File: config.mk
export PLATFORM = sky130hd
export DESIGN_NAME = spram_word_seq
export DESIGN_NICKNAME = d
export VERILOG_FILES = /design/src/rtl/spram_word_seq.sv
export SDC_FILE = /design/constraint.sdc
export NUM_CORES = 1
export LEC_CHECK = 0
export CORE_ASPECT_RATIO = 0.9
export CORE_UTILIZATION = 50
export DETAILED_ROUTE_END_ITERATION = 12
export MAX_ROUTING_LAYER = met4
export PLACE_DENSITY = 0.81
export SYNTH_ARGS = -nofsm -noshare
export SYNTH_HDL_FRONTEND = slang
export SYNTH_SLANG_ARGS = --single-unit
File: constraint.sdc
create_clock -name clk -period 13.23 [get_ports clk]
set_input_delay 1.9845 -clock clk [delete_from_list [all_inputs] [get_ports clk]]
set_output_delay 1.9845 -clock clk [all_outputs]
set_load 0.05 [all_outputs]
File: src/rtl/spram_word_seq.sv
// Word-to-segment sequencer for a segmented single-port SRAM.
// One WORD_WIDTH request is split into NUM_SEGS SEG_WIDTH accesses issued in ascending order.
module spram_word_seq #(
  parameter int WORD_WIDTH = 128,
  parameter int SEG_WIDTH  = 16,
  parameter int NUM_SEGS   = 8,
  parameter int ADDR_WIDTH = 11
) (
  input  logic                  clk,
  input  logic                  rst,
  input  logic                  req_valid,
  output logic                  req_ready,
  input  logic                  req_wr,
  input  logic [ADDR_WIDTH-1:0] req_addr,
  input  logic [WORD_WIDTH-1:0] req_wdata,
  output logic                  rsp_valid,
  input  logic                  rsp_ready,
  output logic [WORD_WIDTH-1:0] rsp_rdata,
  output logic                  busy,
  output logic                  mem_wen,
  output logic                  mem_ren,
  output logic [ADDR_WIDTH-1:0] mem_addr,
  output logic [2:0]            mem_seg_sel,
  output logic [SEG_WIDTH-1:0]  mem_wdata,
  input  logic [SEG_WIDTH-1:0]  mem_rdata,
  input  logic                  mem_ready
);

  typedef enum logic [2:0] {IDLE, WRITE, READ, DRAIN, RESP} state_t;

  localparam logic [2:0] LAST = 3'(NUM_SEGS - 1);

  state_t                state;
  logic [2:0]            seg_cnt;
  logic [2:0]            cap_cnt;
  logic [2:0]            seg_nxt;
  logic [WORD_WIDTH-1:0] wr_word;

  assign seg_nxt     = seg_cnt + 3'd1;
  assign mem_seg_sel = seg_cnt;

  // All outputs are registers so reset can drop the SRAM strobes asynchronously.
  always_ff @(posedge clk or posedge rst) begin
    if (rst) begin
      state     <= IDLE;
      seg_cnt   <= 3'd0;
      cap_cnt   <= 3'd0;
      wr_word   <= '0;
      mem_addr  <= '0;
      mem_wen   <= 1'b0;
      mem_ren   <= 1'b0;
      mem_wdata <= '0;
      rsp_valid <= 1'b0;
      rsp_rdata <= '0;
      req_ready <= 1'b1;
      busy      <= 1'b0;
    end else begin
      // Read data trails the strobe by one cycle, so capture runs on through DRAIN.
      if ((state == READ || state == DRAIN) && mem_ready) begin
        rsp_rdata[int'(cap_cnt)*SEG_WIDTH +: SEG_WIDTH] <= mem_rdata;
        cap_cnt <= cap_cnt + 3'd1;
      end

      case (state)
        IDLE: begin
          if (req_valid && req_ready) begin
            mem_addr  <= req_addr;
            seg_cnt   <= 3'd0;
            cap_cnt   <= 3'd0;
            req_ready <= 1'b0;
            busy      <= 1'b1;
            if (req_wr) begin
              wr_word   <= req_wdata;
              mem_wen   <= 1'b1;
              mem_wdata <= req_wdata[SEG_WIDTH-1:0];
              state     <= WRITE;
            end else begin
              mem_ren <= 1'b1;
              state   <= READ;
            end
          end
        end

        WRITE: begin
          if (seg_cnt == LAST) begin
            mem_wen   <= 1'b0;
            mem_wdata <= '0;
            seg_cnt   <= 3'd0;
            req_ready <= 1'b1;
            busy      <= 1'b0;
            state     <= IDLE;
          end else begin
            seg_cnt   <= seg_nxt;
            mem_wdata <= wr_word[int'(seg_nxt)*SEG_WIDTH +: SEG_WIDTH];
          end
        end

        READ: begin
          if (seg_cnt == LAST) begin
            mem_ren <= 1'b0;
            seg_cnt <= 3'd0;
            state   <= DRAIN;
          end else begin
            seg_cnt <= seg_nxt;
          end
        end

        DRAIN: begin
          if (mem_ready && cap_cnt == LAST) begin
            rsp_valid <= 1'b1;
            state     <= RESP;
          end
        end

        RESP: begin
          if (rsp_ready) begin
            rsp_valid <= 1'b0;
            req_ready <= 1'b1;
            busy      <= 1'b0;
            state     <= IDLE;
          end
        end

        default: state <= IDLE;
      endcase
    end
  end

endmodule

==> summary.txt <==
Layout
  • Final Instance Area: 17590 um2
  • Fin util: 67.68%
  • Area growth, synth to finish: 33.07%
  • # fillers: 1847
  • Layout cell share with drive strength beyond 1: 23.02%
  • Final nets: 1399

CTS
  • Clock buffer count from CTS: 31
  • Cts hold-fix bufs: 0
  • TritonCTS clock tree: done
  • Clk_lat worst skew: 0.56 ns
  • Setup Fix Bufs, Post-CTS: 0
  • Clock-pin slew on the worst setup and hold paths: 0.06 ns
  • CTS max path bufs: 3
  • Clock Sinks: 297
  • CTS root buffer: clkbuf_16
  • H-tree lvl count: 1
  • PostCTS Resize Cnt: 0

Power and ir drop
  • Comb pwr share: 48.9%
  • Sequential share of power: 32.0%
  • Net Sw Frac: 41.38%
  • Power Dens Cells: 262.1 nW/um2
  • LEAKAGE: 8.155 nW
  • P_sw: 0.001908 W
  • VDD IR-drop max: 0.1817 mV
  • Internal power: 0.002703 W
  • Clock power share: 19.1%

Critical path
  • Kind of critical path: reg2out
  • Crit end category: output pin
  • CP Cell Sequence: clkdlybuf4s50_1
  • Worst EP required: 11.25 ns
  • Slowest cell on the critical path: clkdlybuf4s50_1
  • Delay of the slowest critical-path stage: 0.82 ns
  • Critical path arrival: 1.93 ns
  • CP Launch Type: register
  • CP delay by family, top: buffers and inverters
  • WP buf/inv: 1
  • R2R setup slack: 9.92 ns
  • Critical Path Fanout Max: 4

Synth
  • Library cells used by synthesis: 50
  • Synth Register Bits: 297
  • Most used DFF post-synth: dfrtp_1
  • Mapped Area: 13220 um2
  • Most frequent cell after synthesis: dfrtp_1
  • Post-synth top cells: 296 x dfrtp_1, 162 x mux2_2, 65 x mux2_1, 40 x mux2_4, 34 x mux2i_1
  • Post-synth EDFFs: 0
  • Largest area contributor in the netlist: dfrtp_1
  • Post-synthesis async set-or-reset flop share: 100.0%
  • Top cell type's share of synthesized area: 56.02%
  • Net count after synthesis: 1101
  • Avg Inst Size Synth: 14.22 um2
  • Syn Inst Count: 930
  • Ys Warns: 0
  • Largest cells by area after synthesis: dfrtp_1 56%, mux2_2 14%, mux2_1 5.5%, mux2_4 4.5%, mux4_2 2.7%
  • Sequential area share after synthesis: 56.22%

Detailed routing
  • DRT Pass-1 Iters: 5
  • Initial detailed-routing violation count: 581
  • Vias per std cell: 5.418
  • Vias post-DR: 8679
  • DRC viols: 0
  • ANT nets after route: 0
  • WL final: 32920 um
  • Routed WL per cell: 20.55 um

Die
  • Die Width: 173.4 um
  • Std-Cell Rows: 56
  • Core ar.: 25990 um2
  • Die height: 156.3 um
  • I/O pins: 324
  • Initial Utilization: 50.86%
  • Die area: 27100 um2

Run status
  • Status: complete, no violations

Global routing
  • Grt total ovfl: 0
  • Vias in the first global route: 9208
  • Largest net degree at the start of global routing: 170
  • GRT Overall Usage: 25.21%
  • First-pass GRT wire length: 51750 um
  • Initial antenna violation count: 3

Timing
  • Worst-Margin Slew: 1.155 ns
  • Slew Viols, Final: 0
  • Final hold violation count: 0
  • Post-layout min period: 3.914 ns
  • Setup-failing EPs final: 0
  • Final worst path period share: 29.59%
  • Relative slew slack: 23.00%
  • Fin Clk Skew: 0.01152 ns
  • RSZ-0062 raised after global routing: false
  • Max Fclk: 0.2555 GHz
  • Sum of negative setup slack: 0 ns

Place
  • HPWL reported at the end of detailed placement: 22760 um
  • GPL Wtd Cong: 0.8001
  • Buffers added on ports: 323
  • DP Area: 16540 um2

Worst hold path
  • Worst Hold Class: reg2reg

Flow run
  • Total of max-cap violations: 0
per-layer routing:
layer | GRT usage [%] | vias up | share of wire [%]
met5 | - | - | 0
met4 | 5.436 | 0 | 2.0
met3 | 6.244 | 50 | 7.5
met2 | 41.88 | 273 | 49
met1 | 31.35 | 4430 | 42
li1 | - | 3926 | -
layout by cell type, fill, tap and decap left out, drive strengths merged, types with 2 or more instances in the layout:
| master | count |
|---|---|
| a211oi | 2 |
| a21oi | 9 |
| and2 | 13 |
| and3 | 35 |
| buf | 6 |
| bufinv | 2 |
| clkbuf | 46 |
| clkdlybuf4s50 | 323 |
| clkinv | 6 |
| clkinvlp | 2 |
| dfrtp | 296 |
| diode | 3 |
| ha | 10 |
| inv | 23 |
| mux2 | 267 |
| mux2i | 34 |
| mux4 | 16 |
| nand2 | 27 |
| nand2b | 2 |
| nand3 | 17 |
| nand3b | 4 |
| nor2 | 32 |
| nor2b | 4 |
| nor3 | 2 |
| nor3b | 4 |
| nor4b | 4 |
| o211ai | 15 |
| o21ai | 18 |
| o21bai | 2 |
| o22ai | 15 |
| o31ai | 2 |
| xnor2 | 2 |
through the flow:
step / hold WS (ns) / setup WS (ns) / total power (W) / instances
after floorplan: 0.4562 / 3.043 / 0.003046 / 930
after global placement: 0.4663 / 8.861 / 0.003697 / 1543
after detailed placement: 0.4754 / 8.831 / 0.003755 / 1543
after CTS: 0.4891 / 9.296 / 0.004646 / 1599
after global routing: 0.4948 / 9.163 / 0.004833 / 1602
final: 0.4851 / 9.316 / 0.004611 / 1602
worst paths after layout:
| path | from | to | depth (start not counted) |
|---|---|---|---|
| min reg2reg | mem_addr[1] | mem_addr[1] | 1 |
| max | req_ready | req_ready | 1 |
| max reg2reg | cap_cnt[0] | rsp_rdata[89] | 6 |
| min | mem_addr[1] | mem_addr[1] | 1 |
| max in group asynchronous | rst | wr_word[4] | 3 |
| min in group asynchronous | rst | rsp_rdata[3] | 2 |
power by group through the flow:
stage          registers (W)  clock network [W]  logic [W]
2_1_floorplan        0.00209                  0   0.000951
3_3_place_gp         0.00147                  0    0.00223
3_5_place_dp         0.00149                  0    0.00227
4_1_cts              0.00148           0.000894    0.00228
5_1_grt              0.00152           0.000928    0.00238
6_report             0.00147           0.000880    0.00226
logic make-up after synthesis:
logic type	count (synthesis)	share of synthesized area (%)
buffers and inverters	87	3.956
muxes	317	29.18
and+or+nand+nor	147	6.198
AOI/OAI and AO/OA	70	3.369
DFF	297	56.22
xor gates and xnor gates	2	0.1325
adders and majority gates	10	0.9463
registers in the layout, indices dropped and copies added (netlist names):
name and flops:
cap_cnt 3, mem_addr 11, mem_seg_sel 3, state 3
mem_ren 1, wr_word 128, mem_wen 1, rsp_valid 1
req_ready 1, mem_wdata 16, busy 1, rsp_rdata 128
final cells by class:
class                           instances  area [um2]  area share [%]
Antenna cell                            3       7.507         0.04267
Clock buffer                           46       932.1           5.298
Clock inverter                         10       111.4          0.6330
Inverter                               23       93.84          0.5334
Multi-Input combinational cell        546        5289           30.06
Sequential cell                       297        7433           42.25
Tap cell                              348       435.4           2.475
Timing Repair Buffer                  329        3291           18.70
No activity file was read; power rests on OpenSTA's default activity.
